==> src/rtl/conv_job_sequencer_pkg.sv <==
// rtl/conv_job_sequencer_pkg.sv - FSM state encoding and output-geometry helpers shared by the sequencer files
package conv_job_sequencer_pkg;

  typedef enum logic [2:0] {
    ST_IDLE = 3'd0,
    ST_CLR  = 3'd1,
    ST_RUN  = 3'd2,
    ST_SEND = 3'd3,
    ST_ERR  = 3'd4
  } seq_state_e;

  // Output map edge for one spatial dimension of the convolution.
  function automatic int conv_out_dim(input int n, input int k, input int pad, input int stride);
    return (n - k + 2 * pad) / stride + 1;
  endfunction

  function automatic int conv_n_out(input int col, input int row, input int k, input int pad,
                                    input int stride, input int depth);
    return depth * conv_out_dim(col, k, pad, stride) * conv_out_dim(row, k, pad, stride);
  endfunction

  // Counter width for an index that must reach n-1; never narrower than one bit.
  function automatic int idx_bits(input int n);
    return (n > 1) ? $clog2(n) : 1;
  endfunction

endpackage

==> src/rtl/conv_out_serializer.sv <==
// rtl/conv_out_serializer.sv - holds the captured result vector and presents it one word per handshake
module conv_out_serializer
  import conv_job_sequencer_pkg::*;
#(
  parameter int out_width = 8,
  parameter int n_out     = 32
) (
  input  logic                         clk,
  input  logic                         rst,
  input  logic                         load,
  input  logic [n_out*out_width-1:0]   y,
  input  logic                         ready,
  output logic [out_width-1:0]         out_data,
  output logic                         out_last,
  output logic                         empty
);

  localparam int idx_w = idx_bits(n_out);

  logic [out_width-1:0] ybuf_q [n_out];
  logic [out_width-1:0] ybuf_d [n_out];
  logic [idx_w-1:0]     idx_q, idx_d;
  logic                 full_q, full_d;
  logic [out_width-1:0] data_q, data_d;
  logic                 at_last;

  assign at_last  = full_q && (idx_q == idx_w'(n_out - 1));
  assign out_data = data_q;
  assign out_last = at_last;
  assign empty    = !full_q;

  // out_data is registered, so the next word is fetched on the same edge as the handshake.
  always_comb begin
    ybuf_d = ybuf_q;
    idx_d  = idx_q;
    full_d = full_q;
    data_d = data_q;
    if (load) begin
      for (int i = 0; i < n_out; i++) begin
        ybuf_d[i] = y[i*out_width +: out_width];
      end
      idx_d  = '0;
      full_d = 1'b1;
      data_d = y[out_width-1:0];
    end else if (ready && full_q) begin
      if (at_last) begin
        idx_d  = '0;
        full_d = 1'b0;
      end else begin
        idx_d  = idx_q + idx_w'(1);
        data_d = ybuf_q[idx_q + idx_w'(1)];
      end
    end
  end

  always_ff @(posedge clk or posedge rst) begin
    if (rst) begin
      for (int i = 0; i < n_out; i++) begin
        ybuf_q[i] <= '0;
      end
      idx_q  <= '0;
      full_q <= 1'b0;
      data_q <= '0;
    end else begin
      ybuf_q <= ybuf_d;
      idx_q  <= idx_d;
      full_q <= full_d;
      data_q <= data_d;
    end
  end

endmodule

==> src/rtl/conv_job_sequencer.sv <==
// rtl/conv_job_sequencer.sv - job controller: latches operands, clears and runs the conv datapath under a timeout, streams the result
module conv_job_sequencer
  import conv_job_sequencer_pkg::*;
#(
  parameter int width     = 8,
  parameter int out_width = 8,
  parameter int col       = 3,
  parameter int row       = 3,
  parameter int channel   = 3,
  parameter int depth     = 2,
  parameter int k_size    = 2,
  parameter int stride    = 1,
  parameter int pad_size  = 1,
  parameter int timeout   = 64,
  localparam int n_out    = conv_n_out(col, row, k_size, pad_size, stride, depth),
  localparam int a_w      = col * row * channel * width,
  localparam int b_w      = depth * k_size * k_size * channel * width,
  localparam int c_w      = depth * out_width,
  localparam int kmap_w   = width * channel,
  localparam int y_w      = n_out * out_width
) (
  input  logic                 clk,
  input  logic                 rst,
  input  logic                 in_valid,
  output logic                 in_ready,
  input  logic [a_w-1:0]       in_a,
  input  logic [b_w-1:0]       in_b,
  input  logic [c_w-1:0]       in_c,
  input  logic [kmap_w-1:0]    in_kmap,
  output logic                 conv_rst,
  output logic                 conv_en,
  output logic [a_w-1:0]       conv_a,
  output logic [b_w-1:0]       conv_b,
  output logic [c_w-1:0]       conv_c,
  output logic [kmap_w-1:0]    conv_kmap,
  input  logic [y_w-1:0]       conv_y,
  input  logic                 conv_done,
  output logic                 out_valid,
  input  logic                 out_ready,
  output logic [out_width-1:0] out_data,
  output logic                 out_last,
  output logic                 busy,
  output logic                 err,
  input  logic                 err_clr
);

  localparam int tmr_w = $clog2(timeout);

  seq_state_e          state_q, state_d;
  logic [tmr_w-1:0]    tmr_q, tmr_d;
  logic [a_w-1:0]      a_q, a_d;
  logic [b_w-1:0]      b_q, b_d;
  logic [c_w-1:0]      c_q, c_d;
  logic [kmap_w-1:0]   kmap_q, kmap_d;
  logic                conv_rst_q, conv_rst_d;
  logic                conv_en_q, conv_en_d;
  logic                err_q, err_d;

  logic                ser_load;
  logic                ser_ready;
  logic                ser_last;
  logic                ser_empty;
  logic [out_width-1:0] ser_data;

  always_comb begin
    state_d  = state_q;
    tmr_d    = tmr_q;
    a_d      = a_q;
    b_d      = b_q;
    c_d      = c_q;
    kmap_d   = kmap_q;
    ser_load = 1'b0;
    case (state_q)
      ST_IDLE: begin
        if (in_valid) begin
          a_d     = in_a;
          b_d     = in_b;
          c_d     = in_c;
          kmap_d  = in_kmap;
          state_d = ST_CLR;
        end
      end
      ST_CLR: begin
        tmr_d   = '0;
        state_d = ST_RUN;
      end
      ST_RUN: begin
        // done is checked first so a result arriving on the final allowed cycle is still kept
        if (conv_done) begin
          ser_load = 1'b1;
          state_d  = ST_SEND;
        end else if (tmr_q == tmr_w'(timeout - 1)) begin
          state_d = ST_ERR;
        end else begin
          tmr_d = tmr_q + tmr_w'(1);
        end
      end
      ST_SEND: begin
        if (out_ready && ser_last) begin
          state_d = ST_IDLE;
        end
      end
      ST_ERR: begin
        if (err_clr) begin
          state_d = ST_IDLE;
        end
      end
      default: state_d = ST_IDLE;
    endcase

    conv_rst_d = (state_d == ST_IDLE) || (state_d == ST_CLR) || (state_d == ST_ERR);
    conv_en_d  = (state_d == ST_RUN);
    err_d      = (state_d == ST_ERR);
  end

  always_ff @(posedge clk or posedge rst) begin
    if (rst) begin
      state_q    <= ST_IDLE;
      tmr_q      <= '0;
      a_q        <= '0;
      b_q        <= '0;
      c_q        <= '0;
      kmap_q     <= '0;
      conv_rst_q <= 1'b1;
      conv_en_q  <= 1'b0;
      err_q      <= 1'b0;
    end else begin
      state_q    <= state_d;
      tmr_q      <= tmr_d;
      a_q        <= a_d;
      b_q        <= b_d;
      c_q        <= c_d;
      kmap_q     <= kmap_d;
      conv_rst_q <= conv_rst_d;
      conv_en_q  <= conv_en_d;
      err_q      <= err_d;
    end
  end

  assign ser_ready = out_ready && (state_q == ST_SEND);

  conv_out_serializer #(
    .out_width (out_width),
    .n_out     (n_out)
  ) u_ser (
    .clk      (clk),
    .rst      (rst),
    .load     (ser_load),
    .y        (conv_y),
    .ready    (ser_ready),
    .out_data (ser_data),
    .out_last (ser_last),
    .empty    (ser_empty)
  );

  assign in_ready  = (state_q == ST_IDLE);
  assign busy      = (state_q != ST_IDLE);
  assign out_valid = (state_q == ST_SEND) && !ser_empty;
  assign out_last  = out_valid && ser_last;
  assign out_data  = ser_data;
  assign conv_rst  = conv_rst_q;
  assign conv_en   = conv_en_q;
  assign conv_a    = a_q;
  assign conv_b    = b_q;
  assign conv_c    = c_q;
  assign conv_kmap = kmap_q;
  assign err       = err_q;

endmodule

==> config.mk <==
export PLATFORM = sky130hd
export DESIGN_NAME = conv_job_sequencer
export DESIGN_NICKNAME = d
export VERILOG_FILES = /design/src/rtl/conv_job_sequencer_pkg.sv /design/src/rtl/conv_out_serializer.sv /design/src/rtl/conv_job_sequencer.sv
export SDC_FILE = /design/constraint.sdc
export NUM_CORES = 1
export LEC_CHECK = 0
export CORE_AREA = 2 2 457 459
export DETAILED_ROUTE_END_ITERATION = 6
export DIE_AREA = 0 0 459 461
export MAX_ROUTING_LAYER = met4
export SETUP_SLACK_MARGIN = 0.1
export SYNTH_ARGS = -nofsm -noshare
export SYNTH_HDL_FRONTEND = slang
export SYNTH_SLANG_ARGS = --single-unit
==> constraint.sdc <==
create_clock -name clk -period 32.3 [get_ports clk]
set_input_delay 3.23 -clock clk [delete_from_list [all_inputs] [get_ports clk]]
set_output_delay 3.23 -clock clk [all_outputs]
set_load 0.005 [all_outputs]
**Word-level counts from Yosys, hierarchy flattened**

Cells that the tools add are included.

- Mux-type cells: 23
- Bitwise gates (word level): 1
- Magnitude comparators: 1
- Equality and inequality tests: 12
- $add $sub $neg: 2
- Reduce and logical (&&, ||, !) cells: 18

Operator list:

| kind | count |
|---|---|
| binary-select mux 8 bit (select 5 bit) | 1 |
| 2-to-1 mux 8 bit | 5 |
| 2-to-1 mux 3 bit | 5 |
| 2-to-1 mux 5 bit | 3 |
| one-hot mux 3 bit (5 select lines) | 1 |
| 2-to-1 mux 6 bit | 2 |
| one-hot mux 6 bit (2 select lines) | 1 |
| == test 3 x 2 -> 1 bit, second input constant | 3 |
| adder 6 x 1 -> 6 bit, second input constant | 1 |
| == test 3 x 1 -> 1 bit, second input constant | 2 |
| == test 3 bit, second input constant | 2 |
| == test 6 bit, second input constant | 1 |
| >= comparator 6 bit, second input constant | 1 |
| logical AND 1 bit | 6 |
| logical NOT 3 bit | 2 |
| inequality test 2 bit, second input constant | 3 |
| inverter 5 -> 6 bit | 1 |
| AND reduction 2 bit | 3 |
| nonzero test 2 bit | 3 |
| adder 5 x 1 -> 5 bit, second input constant | 1 |
| == test 5 bit, second input constant | 1 |
| 2-to-1 mux 1 bit | 5 |
| AND reduction 3 bit | 1 |
| nonzero test 3 bit | 1 |
| logical OR 1 bit | 2 |

- Input bits: 710
- Register bits after elaboration: 730

**Logic depth before layout (Yosys ltp)**

Gate-level depths: netlist of run 1.

- Depth in word-level cells: 8
- Depth in mapped cells: 9
- Mapped depth without buffers: 9

**Modules after synthesis**

Synthesis of run 1 repeated with hierarchy kept, for this count alone.

- Cells, all modules: 1820
- Area, all modules: 29723.5 um^2

By module, submodules not included:

| module | area an instance (um^2) | times used | cells an instance | seq. area each (um^2) |
|---|---|---|---|---|
| conv_job_sequencer | 17504.3 | 1 | 1023 | 11512.3 |
| conv_out_serializer | 12219.2 | 1 | 797 | 6756.5 |

**Worst setup path before layout of run 1**

Ideal clock, no wire load.

- Kind: input port to flip-flop
- Start: in in_valid
- End: reg tmr_q[5]
- Required time: 32172 ps
- Arrival time: 4471 ps
- Path slack: 27701 ps
- Library setup time: 128 ps
- Stages on the path: 6
- Path through: nor4b_1 buf_2 a31oi_2 o311ai_2 nor4_1 mux2_1

RTL lines:

| item | RTL line | RTL |
|---|---|---|
| start: declaration | conv_job_sequencer.sv:24 | `input logic in_valid,` |
| end signal: assignment | conv_job_sequencer.sv:129 | `tmr_q <= tmr_d;` |
| end: declaration | conv_job_sequencer.sv:50 | `logic [tmr_w-1:0] tmr_q, tmr_d;` |

==> results.yml, run 1 <==
placement:
  place_congestion: 0.937
  pre_cts_slack_ns: 23.20
  place_hpwl_mm: 134
  placed_cell_area_um2: 44200
  numPortBuffers: 1172
floorplanning:
  fp-row-count: 167
  die_area_um2: 212000
  coreArea_um2: 206000
  fp.dieW_um: 459
  die_y_um: 461
  io_pins: 1173
  start_util_pct: 14.3
sta:
  fin_crit_ns: 8.06
  rsz0062_at_grt: "no"
  hold_viol: 0
  setup_viol: 0
  relSlewSlack_pct: 17.3
  worst_slew_pin_slew_ns: 1.24
  fin_setup_tns_ns: 0
  finalMaxSlewViolations: 0
  clock.fmax_mhz: 124
  setup_ws_ns: 24.24
  clock_skew_ns: 0.0300
  finalCritPeriodShare_pct: 25.0
worst_setup_path:
  path_max_fanout: 150
  worstSetupPathType: "in -> async"
  crit_path_end_kind: "async pin"
  r2r-start: "u_ser.idx_q[0]"
  cp_data_arrival_time_ns: 8.79
  critPathLaunchType: "primary input"
  cp.required_ns: 33.03
  crit_start: "rst"
  r2r_slack_ns: 27.57
global_routing:
  grt-busiest-layer: "met2"
  use_met3_pct: 6.15
  grt_max_degree: 151
  grt_use_total_pct: 15.0
  grt_pass1_vias: 23900
  antenna_found_initial: 133
  grt_pass1_wl_mm: 209
  use_met1_pct: 15.3
  overflow: 0
  use_met2_pct: 25.8
outcome:
  status: "finished, final reports clean"
pwr:
  ir_drop_mv: 0.0468
  p_per_area_nw_per_um2: 78.4
  p_leak_uw: 0.0199
  switching_share_pct: 33.5
  p_int_uw: 2470
  seqPwrFrac_pct: 38.1
  switching_power_uw: 1240
  clockPowerShare_pct: 28.1
  comb_power_share_pct: 33.8
  total_power_uw: 3710
clocking:
  clk_path_buf_depth: 3
  clock_sinks: 730
  cts_hold_buf: 0
  clk_latency_ns: 0.71
  clkTransAtPathRegs_ns: 0.06
  cts_tree: "done"
  post_cts_buffers: 0
  root_buffer: "clkbuf_16"
  cts_inserted_buffers: 89
  cts.htree.levels: 3
  post_cts_resize_count: 0
detailed_routing:
  ant_nets: 0
  drt_iter0_drc: 1471
  wirelength_mm: 161
  via_per_inst: 3.70
  drt_first_pass_iters: 5
  vias: 23400
  drc: 0
  wire_per_inst_um: 25.4
cells_and_area:
  syn2layout_area_growth_pct: 60.6
  layout.nets: 4219
  fillers: 22000
  drive_above_1_share_pct: 18.9
  fin_area_um2: 47300
logic_synthesis:
  synth_most_common_cell: "nand2_1"
  synth-edff-count: 0
  synth_cells: 2349
  synthArstFlopShare_pct: 100
  ys_types: 53
  ys.flop_type: "dfrtp_1"
  synth.area.top_cells: "dfrtp_1 62%, mux2_2 18%, nand2_1 9.9%"
  synth_warnings: 0
  synth-seq-area-share_pct: 62.0
  synth_fp_nets: 3062
  netlist_top_cells_count: "779 x nand2_1, 729 x dfrtp_1, 464 x mux2_2"
  synth_area_um2: 29400
  avgSynthCellArea_um2: 12.5
  yosysTopAreaCellShare_pct: 62.0
  synth_top_cell_by_area: "dfrtp_1"
  synth_seq_cells: 730
worst_hold_path:
  hold_start: "u_ser.ybuf_q[139]"
  min_path_type: "reg -> reg"
flow_run:
  drv_cap: 0
==> worst max-delay path: stages <==
cell and delay (ns):
clkdlybuf4s50_1 0.49, inv_8 0.58, buf_12 0.63, buf_4 0.58, buf_4 0.84, buf_4 0.79
buf_4 0.52, buf_4 0.74
==> state kept, by name, summed over array words and instances, names as in the netlist <==
signal and flops:
conv_en 1, u_ser.ybuf_q 256, conv_c 16, conv_a 216, err 1, conv_kmap 24
tmr_q 6, u_ser.idx_q 5, state_q 3, u_ser.full_q 1, conv_b 192, u_ser.out_data 8
conv_rst 1
==> worst paths after layout <==
kind / endpoint / cells after the start
worst max-delay path: conv_b[41] / 8
worst min-delay path: u_ser.ybuf_q[139] / 2
worst max register to register: u_ser.out_data[2] / 8
worst min register to register: u_ser.ybuf_q[139] / 2
max in group clk: out_last / 5
min in group asynchronous: u_ser.ybuf_q[202] / 2
==> power by group through the flow <==
| stage | combinational (uW) | sequential, uW | clock, uW |
|---|---|---|---|
| floorplan | 577 | 1360 | 0 |
| global placement | 1280 | 1420 | 0 |
| detailed placement | 1300 | 1430 | 0 |
| CTS | 1300 | 1420 | 1080 |
| global route | 1360 | 1450 | 1110 |
| finish | 1250 | 1410 | 1040 |
==> routing by layer <==
layer	part of all wire, %	up-vias
met4	3.2	0
met3	10	267
met1	36	11700
met2	51	1093
li1	-	10300
met5	0	-
==> kinds of logic after synthesis <==
group | count (synthesis) | synth area share (%)
xor gates and xnor gates | 3 | 0.0892
AOI/OAI and AO/OA | 80 | 1.88
adders and majority gates | 3 | 0.127
buffers and inverters | 140 | 2.21
DFF | 730 | 62.0
and+or+nand+nor | 835 | 11.1
muxes | 558 | 22.5
==> placed cells by master (no fill, tap or decap), drive strengths merged, types with 6 or more instances in the layout <==
master / count
buf: 27
clkinv: 12
a21oi: 6
clkbuf: 127
mux2: 465
clkdlybuf4s50: 1172
nor4: 8
o21ai: 15
mux2i: 56
nand3: 6
nor2: 13
a22o: 8
diode: 41
o22ai: 29
inv: 15
a221oi: 7
dfrtp: 729
bufinv: 8
mux4: 37
nand2: 779
==> area by class of cell <==
class                      instances  area, um2  share of cell area [%]
tap                             2704       3380                    7.15
clock inverter                    31        453                   0.957
sequential                       730      18300                    38.6
timing repair buffer            1199      12000                    25.3
multi-input combinational       1479      10600                    22.3
clock buffer                     127       2540                    5.37
inverter                           7       33.8                  0.0714
antenna                           41        103                   0.217
==> metrics by stage <==
| stage | hold WS [ns] | std cells | util, % |
|---|---|---|---|
| floorplan | 0.440 | 2349 | - |
| global placement | 0.454 | 6119 | 21.4 |
| detailed placement | 0.458 | 6119 | 21.4 |
| CTS | 0.474 | 6277 | 22.9 |
| global route | 0.490 | 6317 | 22.9 |
| finish | 0.469 | 6318 | 22.9 |
Power figures use the tool's default switching activity.
==> inputs of run 2 (changes only) <==
Clock period 32.3 ns to 8.16 ns, I/O delays scaled along.
==> run 2 against run 1 <==
  * Non-clock buffer count shrank 8
  * Flip-flop and latch count stayed put
  * Worst setup slack worse by 20 ns
  * Sequential share of layout area about the same
  * Clock-buffer cell count decreased by 6
  * Utilization about the same
  * Combinational power grew to 4.0 times the previous value
  * Wire length is 4.9% higher
==> results.yml, run 2 (same netlist as run 1, synthesis figures left out) <==
worst_setup_path:
  crit_start: "u_ser.idx_q[0]"
  r2r_slack_ns: 4.57
  cpPeakStageDelay_ns: 0.64
  critPathLaunchType: "flop"
  cp_data_arrival_time_ns: 3.01
  cp_slowest_cell: "dfrtp_4"
  path_max_fanout: 18
  reg2reg_depth: 7
  crit_path_end_kind: "output port"
  reg2reg_to: "u_ser.out_data[0]"
  worstSetupPathType: "reg -> out"
  cp.required_ns: 7.34
  r2r-start: "u_ser.idx_q[0]"
  crit_chain: "ha_2 -> and3_1 -> ha_1 -> and2_1 -> clkdlybuf4s50_1"
detailed_routing:
  drc: 0
  wirelength_mm: 168
  vias: 23500
  drt_first_pass_iters: 5
  via_per_inst: 3.72
  drt_iter0_drc: 1202
  ant_nets: 0
  wire_per_inst_um: 26.6
global_routing:
  grt_max_degree: 192
  overflow: 0
  grt_pass1_vias: 23900
  grt_use_total_pct: 15.8
  antenna_found_initial: 193
  grt_pass1_wl_mm: 218
sta:
  rsz0062_at_grt: "no"
  hold_viol: 0
  clock.fmax_mhz: 262
  setup_viol: 0
  clock_skew_ns: 0.0325
  holdWs_ns: 0.471
  setup_ws_ns: 4.34
  worst_slew_pin_slew_ns: 1.10
  relSlewSlack_pct: 26.9
  finalCritPeriodShare_pct: 46.8
  fin_crit_ns: 3.82
  finalMaxSlewViolations: 0
outcome:
  status: "finished, final reports clean"
cells_and_area:
  fillers: 22100
  largest_register_ffs: 256
  syn2layout_area_growth_pct: 60.6
  final_cell_mix: "1172 x clkdlybuf4s50_1, 779 x nand2_1, 728 x dfrtp_1"
  finalNonFillerCells: 6331
  layout.nets: 4214
  fin_area_um2: 47300
  largest_register: "u_ser.ybuf_q"
  drive_above_1_share_pct: 18.9
  fin_util_pct: 22.9
  layout_commonest_cell: "clkdlybuf4s50_1"
pwr:
  ir_drop_mv: 0.147
  p_per_area_nw_per_um2: 308
  p_leak_uw: 0.0199
clocking:
  clkTransAtPathRegs_ns: 0.06
  cts_inserted_buffers: 92
  cts_hold_buf: 0
  clk_latency_ns: 0.72
  cts.htree.levels: 3
  post_cts_buffers: 0
  cts_tree: "done"
  post_cts_resize_count: 0
  clk_path_buf_depth: 3
  root_buffer: "clkbuf_16"
  clock_sinks: 730
placement:
  placed_cell_area_um2: 44200
  dp.cells: 6111
  numPortBuffers: 1172
  place_congestion: 0.849
  place_hpwl_mm: 141
  pre_cts_slack_ns: 4.43
worst_hold_path:
  hold_start: "u_ser.ybuf_q[108]"
  min_path_type: "reg -> reg"
  holdPathStages: 2
  min_to: "u_ser.ybuf_q[108]"
floorplanning:
  fp-row-count: 167
  io_pins: 1173
  coreArea_um2: 206000
  die_y_um: 461
  die_area_um2: 212000
  fp.dieW_um: 459
  start_util_pct: 14.3
flow_run:
  drv_cap: 0
-- run 2: cell types whose count changed in the layout (fill, tap and decap cells not counted), moves of 5 or more --
cell,before,now
buf_12,2,10
clkinvlp_4,3,9
clkinv_2,7,15
bufinv_16,8,3
buf_4,25,9
diode_2,41,59
clkbuf_8,15,10
-- run 2: layout make-up --
class	instances	area [um2]	area share, %
Tap cell	2704	3380	7.16
Inverter	7	30.0	0.0635
Multi-Input combinational cell	1479	10600	22.3
Clock inverter	40	359	0.759
Sequential cell	730	18300	38.6
Antenna cell	59	148	0.312
Clock buffer	121	2530	5.36
Timing Repair Buffer	1191	12000	25.4
-- run 2: routing by layer --
| metal | GRT usage [%] | wire [um] |
|---|---|---|
| met2 | 27.4 | 85700 |
| met1 | 15.4 | 57300 |
| met5 | - | 0 |
| met3 | 6.47 | 17200 |
| met4 | 7.16 | 8330 |
-- run 2: critical path, delay by kind of cell, from the launching register on --
kind | cells | cell delay, ns
and+or+nand+nor | 2 | 0.40
DFF | 1 | 0.64
adders and majority gates | 2 | 0.63
buffers and inverters | 1 | 0.62
-- run 2: report_power, final --
| part | switching, uW | total [uW] | leakage [uW] | internal [uW] |
|---|---|---|---|---|
| Clock | 1720 | 4000 | 0.00141 | 2280 |
| Combinational | 2450 | 4990 | 0.00946 | 2550 |
| Sequential | 749 | 5550 | 0.00900 | 4800 |
-- run 2: how the worst max path moves through the flow --
| stage | slack [ns] | endpoint | cells after the start |
|---|---|---|---|
| after CTS | 4.18 | out_last | 5 |
| after global placement | 4.45 | conv_b[120] | 5 |
| after global routing | 4.09 | out_last | 5 |
| after detailed placement | 4.43 | conv_a[12] | 5 |
| after floorplan | -2.66 | conv_a[0] | 1 |
| final | 4.34 | out_last | 5 |
-- run 2: through the flow --
stage / TNS (ns) / total power (uW)
floorplan: -1936.80 / 7690
global placement: 0 / 10700
detailed placement: 0 / 10700
CTS: 0 / 14900
global route: 0 / 15400
finish: 0 / 14500
==> inputs of run 3 (changes only) <==
Clock period 8.16 ns to 3.9 ns, I/O delays scaled along.
==> run 3 against run 2 <==
  * Die area unchanged
  * Worst setup slack got worse by 3.8 ns
  * Non-clock buffer count grew 50
  * Worst hold slack worse by 0.38 ns
  * Sequential power up 110%
  * Via count up 1.9%
  * Critical path type unchanged
==> results.yml, run 3 (same netlist as run 1, synthesis figures left out) <==
sta:
  setup_ws_ns: 0.544
  finalMaxSlewViolations: 0
  setup_viol: 0
  clock_skew_ns: 0.0381
  relSlewSlack_pct: 45.1
  worst_slew_pin_slew_ns: 0.823
  hold_viol: 0
  rsz0062_at_grt: "no"
  finalCritPeriodShare_pct: 86.1
  fin_crit_ns: 3.36
  clock.fmax_mhz: 298
cells_and_area:
  final_cell_mix: "1172 x clkdlybuf4s50_1, 779 x nand2_1, 728 x dfrtp_1"
  fin_area_um2: 48000
  syn2layout_area_growth_pct: 63.2
  largest_register_ffs: 256
  layout_commonest_cell: "clkdlybuf4s50_1"
  drive_above_1_share_pct: 20.4
  largest_register: "u_ser.ybuf_q"
  layout.nets: 4265
detailed_routing:
  wire_per_inst_um: 26.8
  drt_iter0_drc: 1561
  via_per_inst: 3.75
  drt_first_pass_iters: 5
  vias: 24000
  wirelength_mm: 171
  drc: 0
  ant_nets: 0
worst_setup_path:
  reg2reg_to: "u_ser.out_data[5]"
  path_max_fanout: 12
  cp_slowest_cell: "clkdlybuf4s50_1"
  worstSetupPathType: "reg -> out"
  cp.required_ns: 3.51
  crit_path_end_kind: "output port"
  r2r-start: "u_ser.idx_q[0]"
  crit_family: "adder cells"
  reg2reg_depth: 5
  worst-path-buf-inv: 1
  r2r_slack_ns: 0.96
  cpPeakStageDelay_ns: 0.64
  critPathLaunchType: "flop"
  crit_chain: "ha_2 -> and3_1 -> ha_1 -> and2_1 -> clkdlybuf4s50_1"
  cp_data_arrival_time_ns: 2.97
clocking:
  post_cts_buffers: 0
  clk_latency_ns: 0.73
  clkTransAtPathRegs_ns: 0.07
  clock_sinks: 730
  cts.htree.levels: 3
  root_buffer: "clkbuf_16"
  cts_inserted_buffers: 93
  post_cts_resize_count: 0
  cts_tree: "done"
  clk_path_buf_depth: 3
  cts_hold_buf: 0
floorplanning:
  start_util_pct: 14.3
  coreArea_um2: 206000
  io_pins: 1173
  fp-row-count: 167
  fp.dieW_um: 459
  die_area_um2: 212000
  die_y_um: 461
placement:
  place_congestion: 0.868
  placed_cell_area_um2: 44700
  numPortBuffers: 1172
  pre_cts_slack_ns: 0.885
  place_hpwl_mm: 144
pwr:
  p_per_area_nw_per_um2: 654
  clockPowerShare_pct: 28.7
  switching_share_pct: 33.8
  p_int_uw: 20800
  seqPwrFrac_pct: 37.3
  p_leak_uw: 0.0203
  comb_power_share_pct: 34.1
  switching_power_uw: 10600
  ir_drop_mv: 0.309
global_routing:
  grt_pass1_wl_mm: 222
  grt_pass1_vias: 24400
  grt_use_total_pct: 16.1
  antenna_found_initial: 188
  overflow: 0
  grt_max_degree: 120
worst_hold_path:
  min_path_type: "in -> async"
outcome:
  status: "finished, final reports clean"
flow_run:
  drv_cap: 0
==> run 3: changes by cell type in the layout (fill, tap and decap cells not counted), moves of 2 or more <==
cell / previous run / this run
bufinv_16: 3 / 7
clkinv_8: 0 / 2
buf_4: 9 / 50
clkbuf_8: 10 / 18
clkbuf_1: 18 / 15
clkinvlp_4: 9 / 6
buf_12: 10 / 19
==> run 3: power groups by stage <==
stage / logic [uW] / registers, uW / clock network, uW
after floorplan: 4780 / 11300 / 0
after global placement: 10900 / 11800 / 0
after detailed placement: 11000 / 11800 / 0
after CTS: 11100 / 11700 / 9400
after global routing: 11600 / 12000 / 9660
final: 10700 / 11700 / 9000
==> run 3: layout make-up <==
class / count / area, um2
repair buffers: 1241 / 12500
inverters: 7 / 30.0
diodes: 60 / 150
clock inverters: 46 / 533
clock buffers: 126 / 2630
flip-flops and latches: 730 / 18300
multi-input cells: 1479 / 10600
fillers: 22100 / 158000
well taps: 2704 / 3380
==> run 3: how the worst max path moves through the flow <==
stage	endpoint	slack, ns	from	cells past startpoint
after floorplan	conv_a[0]	-6.49	rst	1
after global placement	u_ser.out_data[6]	0.84	u_ser.idx_q[0]	5
after detailed placement	u_ser.out_data[5]	0.89	u_ser.idx_q[0]	5
after CTS	out_last	0.45	u_ser.idx_q[0]	5
after global routing	out_last	0.39	u_ser.idx_q[0]	5
final	out_last	0.54	u_ser.idx_q[0]	5
==> run 3: routing by layer <==
| layer | track usage, % | routed length, um | up-vias |
|---|---|---|---|
| li1 | - | - | 10500 |
| met1 | 15.2 | 56100 | 11800 |
| met2 | 28.4 | 88700 | 1275 |
| met3 | 7.09 | 18900 | 396 |
| met4 | 6.62 | 7400 | 0 |
| met5 | - | 0 | - |
==> run 3: worst register-to-register path, stage by stage (launching register included) <==
cell and delay, ns:
dfrtp_4 0.57, buf_4 0.63, mux4_2 0.78, mux2_2 0.36
a221oi_1 0.39, o21ai_1 0.11
==> run 3: metrics by stage <==
| stage | setup TNS (ns) | util (%) | hold slack (ns) | std cells | total power [uW] |
|---|---|---|---|---|---|
| finish | 0 | 23.3 | 0.0901 | 6393 | 31400 |
| global route | 0 | 23.3 | 0.0735 | 6386 | 33300 |
| CTS | 0 | 23.2 | 0.0266 | 6333 | 32200 |
| detailed placement | 0 | 21.7 | 0.459 | 6161 | 22800 |
| global placement | 0 | 21.7 | 0.454 | 6161 | 22700 |
| floorplan | -4735.44 | - | 0.440 | 2349 | 16100 |
